===== src/rtl/irq_source_arbiter_pkg.sv =====
// Shared encodings for the interrupt source arbiter: FSM states, config
// register addresses, cause width and the fixed timer cause.
package irq_source_arbiter_pkg;

   localparam int CAUSE_W = 3;
   localparam logic [CAUSE_W-1:0] TIMER_CAUSE = 3'd7;

   localparam logic [1:0] CFG_MASK     = 2'd0;
   localparam logic [1:0] CFG_MTIMECMP = 2'd1;
   localparam logic [1:0] CFG_MTIME    = 2'd2;
   localparam logic [1:0] CFG_PENDING  = 2'd3;

   typedef enum logic [2:0] {
      ST_IDLE       = 3'd0,
      ST_ISSUE      = 3'd1,
      ST_WAIT_ACK   = 3'd2,
      ST_WAIT_DONE  = 3'd3,
      ST_IN_SERVICE = 3'd4
   } irq_state_t;

   // Fixed priority: the highest set index wins.
   function automatic logic [CAUSE_W-1:0] highest_index(input logic [7:0] vec);
      logic [CAUSE_W-1:0] idx;
      idx = '0;
      for (int i = 0; i < 8; i++) begin
         if (vec[i]) idx = CAUSE_W'(i);
      end
      return idx;
   endfunction

endpackage


===== src/rtl/irq_source_arbiter_timer.sv =====
// Machine timer: free-running mtime, compare register mtimecmp, and a
// registered level flag that is high while mtime >= mtimecmp.
module irq_machine_timer
   import irq_source_arbiter_pkg::*;
#(
   parameter int TIMER_WIDTH = 32
) (
   input  logic                   clk_in,
   input  logic                   rst_in,
   input  logic                   rdy_in,
   input  logic                   cmp_write,
   input  logic                   time_write,
   input  logic [31:0]            write_data,
   output logic [TIMER_WIDTH-1:0] mtime,
   output logic [TIMER_WIDTH-1:0] mtimecmp,
   output logic                   timer_hit
);

   // Counter, compare register and registered compare; a software write to
   // mtime replaces that cycle's increment.
   always_ff @(posedge clk_in or negedge rst_in) begin
      if (!rst_in) begin
         mtime     <= '0;
         mtimecmp  <= '1;
         timer_hit <= 1'b0;
      end else if (rdy_in) begin
         timer_hit <= (mtime >= mtimecmp);
         if (time_write) mtime <= write_data[TIMER_WIDTH-1:0];
         else            mtime <= mtime + TIMER_WIDTH'(1);
         if (cmp_write) mtimecmp <= write_data[TIMER_WIDTH-1:0];
      end
   end

endmodule


===== src/rtl/irq_source_arbiter.sv =====
// Interrupt source arbiter: captures rising edges on external lines plus the
// machine-timer level, masks them, picks the highest cause and runs the
// request / stall-acknowledge / mret handshake with the interrupt controller.
module irq_source_arbiter
   import irq_source_arbiter_pkg::*;
#(
   parameter int NUM_EXT     = 7,
   parameter int TIMER_WIDTH = 32,
   parameter int ACK_TIMEOUT = 4
) (
   input  logic               clk_in,
   input  logic               rst_in,
   input  logic               rdy_in,
   input  logic [NUM_EXT-1:0] ext_irq_in,
   input  logic               ctrl_stall_in,
   input  logic               mret_in,
   input  logic               cfg_write_enable,
   input  logic [1:0]         cfg_address,
   input  logic [31:0]        cfg_write_data,
   output logic [31:0]        cfg_read_data,
   output logic               interrupt_enable,
   output logic [2:0]         interrupt_cause,
   output logic [7:0]         pending_out,
   output logic               busy_out
);

   localparam int CNT_W = $clog2(ACK_TIMEOUT + 1);

   irq_state_t           state, state_next;
   logic [CAUSE_W-1:0]   cause, cause_next;
   logic [CNT_W-1:0]     count, count_next;
   logic [7:0]           mask;
   logic [NUM_EXT-1:0]   ext_prev;
   logic [6:0]           ext_pend;
   logic [6:0]           set_vec;
   logic [6:0]           clear_vec;
   logic [7:0]           pending;
   logic [7:0]           eligible;
   logic                 service_clear;
   logic                 timer_hit;
   logic [TIMER_WIDTH-1:0] mtime;
   logic [TIMER_WIDTH-1:0] mtimecmp;

   logic cfg_active;
   logic write_mask;
   logic write_cmp;
   logic write_time;
   logic write_pending;

   assign cfg_active    = cfg_write_enable & rdy_in;
   assign write_mask    = cfg_active && (cfg_address == CFG_MASK);
   assign write_cmp     = cfg_active && (cfg_address == CFG_MTIMECMP);
   assign write_time    = cfg_active && (cfg_address == CFG_MTIME);
   assign write_pending = cfg_active && (cfg_address == CFG_PENDING);

   irq_machine_timer #(
      .TIMER_WIDTH (TIMER_WIDTH)
   ) u_timer (
      .clk_in     (clk_in),
      .rst_in     (rst_in),
      .rdy_in     (rdy_in),
      .cmp_write  (write_cmp),
      .time_write (write_time),
      .write_data (cfg_write_data),
      .mtime      (mtime),
      .mtimecmp   (mtimecmp),
      .timer_hit  (timer_hit)
   );

   assign set_vec  = 7'(ext_irq_in & ~ext_prev);
   assign pending  = {timer_hit, ext_pend};
   assign eligible = pending & mask;

   // Clear sources for external pending bits: W1C writes and entry completion.
   always_comb begin
      clear_vec = '0;
      if (write_pending) clear_vec = cfg_write_data[6:0];
      if (service_clear && (cause != TIMER_CAUSE)) clear_vec[cause] = 1'b1;
   end

   // Edge capture, pending bits (a new edge beats a same-cycle clear) and mask.
   always_ff @(posedge clk_in or negedge rst_in) begin
      if (!rst_in) begin
         ext_prev <= '0;
         ext_pend <= '0;
         mask     <= '0;
      end else if (rdy_in) begin
         ext_prev <= ext_irq_in;
         ext_pend <= (ext_pend & ~clear_vec) | set_vec;
         if (write_mask) mask <= cfg_write_data[7:0];
      end
   end

   // Handshake state, latched cause and acknowledge timeout counter.
   always_ff @(posedge clk_in or negedge rst_in) begin
      if (!rst_in) begin
         state <= ST_IDLE;
         cause <= '0;
         count <= '0;
      end else if (rdy_in) begin
         state <= state_next;
         cause <= cause_next;
         count <= count_next;
      end
   end

   // Next-state logic for the request / acknowledge / service sequence.
   always_comb begin
      state_next    = state;
      cause_next    = cause;
      count_next    = count;
      service_clear = 1'b0;
      case (state)
         ST_IDLE: begin
            if ((eligible != '0) && !ctrl_stall_in) begin
               state_next = ST_ISSUE;
               cause_next = highest_index(eligible);
            end
         end
         ST_ISSUE: begin
            state_next = ST_WAIT_ACK;
            count_next = CNT_W'(ACK_TIMEOUT);
         end
         ST_WAIT_ACK: begin
            if (ctrl_stall_in) begin
               state_next = ST_WAIT_DONE;
            end else if (count <= CNT_W'(1)) begin
               // Controller never took it: fall back and re-arbitrate.
               state_next = ST_IDLE;
               count_next = '0;
            end else begin
               count_next = count - CNT_W'(1);
            end
         end
         ST_WAIT_DONE: begin
            if (!ctrl_stall_in) begin
               state_next    = ST_IN_SERVICE;
               service_clear = 1'b1;
            end
         end
         ST_IN_SERVICE: begin
            if (mret_in) state_next = ST_IDLE;
         end
         default: state_next = ST_IDLE;
      endcase
   end

   // Config read-back mux.
   always_comb begin
      case (cfg_address)
         CFG_MASK:     cfg_read_data = {24'h0, mask};
         CFG_MTIMECMP: cfg_read_data = 32'(mtimecmp);
         CFG_MTIME:    cfg_read_data = 32'(mtime);
         default:      cfg_read_data = {24'h0, pending};
      endcase
   end

   assign interrupt_enable = (state == ST_ISSUE);
   assign interrupt_cause  = cause;
   assign busy_out         = (state != ST_IDLE);
   assign pending_out      = pending;

endmodule


===== config.mk =====
export PLATFORM = sky130hd
export DESIGN_NAME = irq_source_arbiter
export DESIGN_NICKNAME = d
export VERILOG_FILES = /design/src/rtl/irq_source_arbiter_pkg.sv /design/src/rtl/irq_source_arbiter_timer.sv /design/src/rtl/irq_source_arbiter.sv
export SDC_FILE = /design/constraint.sdc
export NUM_CORES = 1
export LEC_CHECK = 0
export CORE_MARGIN = 4
export CORE_UTILIZATION = 56
export CTS_BUF_LIST = sky130_fd_sc_hd__clkbuf_4 sky130_fd_sc_hd__clkbuf_8
export CTS_CLUSTER_SIZE = 10
export DETAILED_ROUTE_END_ITERATION = 8
export PLACE_DENSITY = 0.94
export SETUP_SLACK_MARGIN = 0.05
export SLEW_MARGIN = 20
export SYNTH_ARGS = -nofsm -noshare
export SYNTH_HDL_FRONTEND = slang
export SYNTH_SLANG_ARGS = --single-unit

===== constraint.sdc =====
create_clock -name clk_in -period 2.8 [get_ports clk_in]
set_clock_uncertainty 0.15 [all_clocks]
set_input_delay 0.56 -clock clk_in [delete_from_list [all_inputs] [get_ports clk_in]]
set_output_delay 0.56 -clock clk_in [all_outputs]
set_load 0.02 [all_outputs]

Yosys cells after proc, flatten, opt, wreduce, memory -nomap -nowiden
Cells that the tools add are included.
{ "op_classes": {"add_sub_neg": 2, "order_cmp": 4, "eq_ne": 13, "mux": 24, "bitwise": 8, "reduce_logical": 18} }
{ "op_table": {"columns": ["cell", "n"], "rows": [
  ["32-bit case mux with 3 select lines", 1],
  ["3-bit two-way mux", 13],
  ["32-bit by 1-bit adder with 32-bit output, second input constant", 1],
  ["32-bit greater-or-equal comparator", 1],
  ["32-bit two-way mux", 1],
  ["3-bit case mux with 5 select lines", 1],
  ["7-bit AND", 2],
  ["7-bit two-way mux", 2],
  ["7-bit inverter", 2],
  ["7-bit OR", 2],
  ["8-bit AND", 1],
  ["2-bit != test, second input constant", 4],
  ["8-bit nonzero test", 1],
  ["1-bit logical AND", 7],
  ["3-bit by 2-bit == test with 1-bit output, second input constant", 2],
  ["3-bit != test, second input constant", 2],
  ["3-bit case mux with 2 select lines", 1],
  ["3-bit AND reduction", 2],
  ["5-bit AND reduction", 1],
  ["2-bit == test, second input constant", 2],
  ["3-bit by 4-bit less-than comparator with 1-bit output, second input constant", 1],
  ["1-bit two-way mux", 4],
  ["2-bit AND reduction", 2],
  ["1-bit demux with 3-bit select", 1],
  ["12 further kinds", 12]
]} }
{ "word_totals": {"regBits": 96, "in_bits": 47, "out_inout_bits": 45, "wordCells": 78} }

Logic depth before layout (Yosys ltp)
{ "logic_depth": {"ltp_word": 9, "depth_mapped": 8, "mapped_depth_nobuf": 8} }

Modules after synthesis
Synthesis repeated with hierarchy kept, for this count alone.
{ "hier_totals": {"hier_cells": 623, "area_unflattened_um2": 5988.2} }
{ "by_module_without_submodules": {"columns": ["mod", "n_inst", "cells_each", "area_per_inst_um2", "seq_area_each_um2"], "rows": [
  ["irq_machine_timer", 1, 430, 3997.6, 1666.6],
  ["irq_source_arbiter", 1, 193, 1990.7, 775.7]
]} }

Least setup slack after synthesis
Ideal clock, no wire load.
{ "synth_path": {"kind": "input-to-output", "from": "input cfg_address[0]", "to": "output cfg_read_data[10]", "t_arrival_ns": 1.455, "required_time_ns": 2.090, "slack_ns": 0.635, "path_stages": 4, "n_path_buf": 2, "cell_sequence": "nor2b_1 > clkbuf_1 > clkbuf_1 > a22o_1"} }
{ "synth_between": {"elab_chain_len": 2, "word_cells_on_any_way": 4, "classes_between": "eq/ne (2); mux (1); reduce/logical (1)"} }
{ "synth_rtl": {"columns": ["item", "line_no", "rtl"], "rows": [
  ["from (decl)", "irq_source_arbiter.sv:18", "input logic [1:0] cfg_address,"],
  ["2-bit == test, or another cell as far along", "irq_source_arbiter.sv:150", "case (cfg_address)"],
  ["32-bit case mux with 3 select lines (*)", "irq_source_arbiter.sv:150", null],
  ["to (decl)", "irq_source_arbiter.sv:20", "output logic [31:0] cfg_read_data,"]
]} }
Every way passes the cells marked *; elsewhere a longest branch is shown, timed or not.

Worst setup path in the final report
{ "layout_path": {"from": "input cfg_address[1]", "to": "output cfg_read_data[19]"} }
The elaborated chain is that of the path after synthesis.

==> out/summary.log <==
qor: timing.clock.fmax 0.373 GHz
qor: timing.final-setup-viol-count 0
qor: grt.grt.total_usage 26.9%
qor: finish.instances_no_fill 828
qor: synthesis.combinational_family_with_the_most_area_after_synthesis compound AO/OA/AOI/OAI gates
qor: floorplanning.chipWidth 111 um
qor: timing.setup_repair_after_global_routing_missed_its_margin no
qor: grt.antenna_found_initial 0
qor: clock_tree.clk_root_buffer_cell sky130_fd_sc_hd__clkbuf_8
qor: synthesis.postSynthAreaPerCell 9.83 um^2
qor: synthesis.async_sr_flop_fraction 100%
qor: synthesis.number_of_register_bits_inferred_by_synthesis 96
qor: grt.grt_pass1_wl 26,900 um
qor: synthesis.post_synthesis_simple_gate_area_fraction 13.3%
qor: route.route.final.wire_length 16,200 um
qor: finish.area.sequential 2440 um^2
qor: grt.grt-ovfl-total 0
qor: synthesis.synth_top_area_share 27.2%
qor: grt.number_of_global_route_vias_before_repair 5,338
qor: clock_tree.clock_sinks 96
qor: finish.design.final.nets 769
qor: synthesis.synth_cell_type_count 57
qor: synthesis.yosysWarnings 0
qor: synthesis.post_synth_adder_cell_area 7.43%
qor: synthesis.synth_top_cells_by_area sky130_fd_sc_hd__dfrtp_1 (27%), sky130_fd_sc_hd__dfstp_2 (14%), sky130_fd_sc_hd__mux2_2 (8.2%), sky130_fd_sc_hd__ha_1 (7.4%), sky130_fd_sc_hd__o21ai_0 (4.6%)
qor: floorplanning.floorplan.die.height 111 um
qor: route.ant_nets 0
qor: synthesis.synth_top_cells_by_count sky130_fd_sc_hd__dfrtp_1 (64), sky130_fd_sc_hd__o21ai_0 (54), sky130_fd_sc_hd__nand2_1 (53)
qor: critical_path.worstRegToRegCells 8
qor: route.first_drt_iteration_drcs 394
qor: finish.final_layout_size_suffix_gt1_share 20.8%
qor: critical_path.crit_path_end_kind output pin
qor: route.remaining_drc_errors 0
qor: clock_tree.clock_path_buffers 2
qor: timing.finalCritPeriodShare 95.7%
qor: clock_tree.clk_pin_slew_worst_paths 90 ps
qor: route.detailedRoute.firstPassIterationCount 5
qor: synthesis.synth-seq-area-share 41.4%
qor: floorplanning.start_util 57.4%
qor: finish.layout-area-overhead-vs-synth 23.1%
qor: placed_design.detailedPlace.worstSlack -275 ps
qor: power_and_ir_drop.vdd_ir_drop_max 0.000319 V
qor: floorplanning.design.portCount 92
qor: placed_design.detailed_placement_hpwl 11,800 um
qor: flow_run.max_cap_violations 0
qor: timing.timing_hold_violations_final 0
qor: critical_path.r2r_setup_slack 220 ps
qor: min_path.hold_class in2async
qor: route.post_drt_via_cell_ratio 6.32
qor: timing.max_slew.worst_pin.slew 677 ps
qor: power_and_ir_drop.leakage_dissipation 3.17 nW
qor: clock_tree.htreeDepth 3
qor: synthesis.syn-num-nets 682
qor: critical_path.critical_path.max_fanout 25
qor: critical_path.cp_cell_sequence clkdlybuf4s50_1, nor2b_2, buf_12, a22o_1, dlygate4sd2_1
qor: timing.finalWorstSetupSlack 119 ps
qor: clock_tree.tritoncts built
qor: placed_design.port-buffer-count 91
qor: finish.fillers 728
qor: critical_path.critPathMaxStageDelay 520 ps
qor: power_and_ir_drop.power-per-cell-area 710 nW/um^2
qor: placed_design.placed_cells 811
qor: synthesis.post_synthesis_compound_gate_area_fraction 19.1%
qor: synthesis.post_synth_instance_area 5900 um^2
qor: route.wl_per_cell 19.6 um
qor: synthesis.synth_mux_area_share 11.4%
qor: timing.timing_max_transition_violations_final 0
qor: critical_path.path_class in2out
qor: synthesis.synth_top_area_cell sky130_fd_sc_hd__dfrtp_1
qor: synthesis.synth_xor_area_share 1.78%
qor: finish.antenna-diode-count 0
qor: route.vias 5,231
qor: critical_path.start_kind primary input
qor: synthesis.synth-edff-count 0
qor: synthesis.yosys_most_used_dff sky130_fd_sc_hd__dfrtp_1
qor: critical_path.critical_path_required 2090 ps
qor: synthesis.postSynthCellCount 600
qor: timing.worst_slew_margin_rel 54.9%
qor: floorplanning.placementRows 37
qor: placed_design.finalWeightedCongestion 0.948
qor: critical_path.r2r_end u_timer.timer_hit$_DFFE_PN0P_
qor: clock_tree.clock_buffers_created_by_tritoncts 9
qor: grt.grt_max_degree 53
qor: outcome.status completed
qor: floorplanning.dieArea 12,200 um^2
qor: critical_path.critical-path-slowest-cell sky130_fd_sc_hd__clkdlybuf4s50_1
qor: critical_path.cpLargestDelayFamily buffers and inverters
qor: clock_tree.clock_latency 370 ps
qor: critical_path.critical_path.reg2reg.startpoint u_timer.mtime[0]$_DFFE_PN0P_
qor: critical_path.worst_ep_arrival_time 1970 ps
qor: timing.min_period 2680 ps
qor: floorplanning.floorplan.core_area 10,300 um^2
qor: critical_path.path_buf_inv 3
qor: finish.multi_input_comb_area 3130 um^2
qor: synthesis.most_common_cell_in_the_synthesized_netlist sky130_fd_sc_hd__dfrtp_1
worst max-delay path by stage:
stage	from	slack [ps]	cells after the start	endpoint
2_1_floorplan	cfg_address[0]	630	4	cfg_read_data[10]
3_3_place_gp	cfg_address[0]	-210	4	cfg_read_data[0]
3_5_place_dp	cfg_address[0]	-270	4	cfg_read_data[0]
4_1_cts	cfg_address[1]	110	5	cfg_read_data[26]
5_1_grt	cfg_address[1]	50	5	cfg_read_data[9]
6_report	cfg_address[1]	120	5	cfg_read_data[19]
layout make-up:
cell class                      count  area share (%)
Tap cell                          136            2.34
Clock buffer                       10            1.90
Clock inverter                      6            1.14
Multi-Input combinational cell    424            43.2
Inverter                           46            2.38
Timing Repair Buffer              110            15.4
Sequential cell                    96            33.6
placed cells by master, fill, tap and decap left out, types with 16 or more instances in the layout:
cell type                         Yosys  final
sky130_fd_sc_hd__a21oi_1             48     48
sky130_fd_sc_hd__a22o_1              26     26
sky130_fd_sc_hd__clkdlybuf4s50_1      0     56
sky130_fd_sc_hd__dfrtp_1             64     64
sky130_fd_sc_hd__dfstp_2             32     32
sky130_fd_sc_hd__ha_1                35     35
sky130_fd_sc_hd__inv_1               46     46
sky130_fd_sc_hd__mux2_2              43     43
sky130_fd_sc_hd__nand2_1             53     53
sky130_fd_sc_hd__nand3_1             17     17
sky130_fd_sc_hd__nand4_1             16     16
sky130_fd_sc_hd__nor2_1              16     16
sky130_fd_sc_hd__o21ai_0             54     54
registers in the layout (all words and copies together), names as in the netlist:
| signal | flops |
|---|---|
| u_timer.mtime | 32 |
| u_timer.mtimecmp | 32 |
| mask | 8 |
| ext_pend | 7 |
| ext_prev | 7 |
| count | 3 |
| interrupt_cause | 3 |
| state | 3 |
| u_timer.timer_hit | 1 |
metal layers:
metal	GRT usage [%]	vias up	part of all wire, %
met5	0	-	0
met4	11.2	0	3.1
met3	5.10	45	6.9
met2	45.3	265	50
met1	33.9	2552	40
li1	-	2369	-
power breakdown:
part | leakage (nW) | internal, mW | total, mW | switching (mW)
Combinational | 1.98 | 0.930 | 1.89 | 0.962
Sequential | 1.08 | 1.79 | 2.25 | 0.457
Clock | 0.112 | 0.523 | 1.02 | 0.494
Total | 3.17 | 3.24 | 5.16 | 1.91
metrics by stage:
stage	hold slack [ps]	power (mW)	setup TNS [ps]	instance area (um^2)	utilization, %
6_report	69.7	5.16	0	7260	70.6
5_1_grt	112	5.47	0	7260	70.6
4_1_cts	100	5.14	0	7260	70.6
3_5_place_dp	296	4.16	-7560	7030	68.4
3_3_place_gp	293	4.01	-6090	7030	68.4
2_1_floorplan	114	3.34	0	5900	-
worst reg2reg max path, stage by stage (launching register included):
cell and delay (ps):
sky130_fd_sc_hd__dfrtp_1 450, sky130_fd_sc_hd__inv_1 100, sky130_fd_sc_hd__ha_1 300, sky130_fd_sc_hd__nand2b_1 160
sky130_fd_sc_hd__a2111oi_1 440, sky130_fd_sc_hd__nor4_1 150, sky130_fd_sc_hd__a211oi_1 320, sky130_fd_sc_hd__o31ai_1 150
sky130_fd_sc_hd__a31o_2 250
kinds of logic (layout without fill, tap and decap cells):
| kind of cell | count (synthesis) | after routing |
|---|---|---|
| buffers and inverters | 80 | 172 |
| and+or+nand+nor | 148 | 148 |
| xor gates and xnor gates | 12 | 12 |
| DFF | 96 | 96 |
| muxes | 52 | 52 |
| AOI/OAI and AO/OA | 177 | 177 |
| adders and majority gates | 35 | 35 |
repair_timing:
item                                    CTS  global route
hold buffers                              0             0
pin swaps                                 0             0
buffers inserted                          1             0
cloned                                    0             0
endpoints found under the setup margin   32             2
gates resized for setup                  63             2
Note: power is estimated with default switching activity, not from simulation.
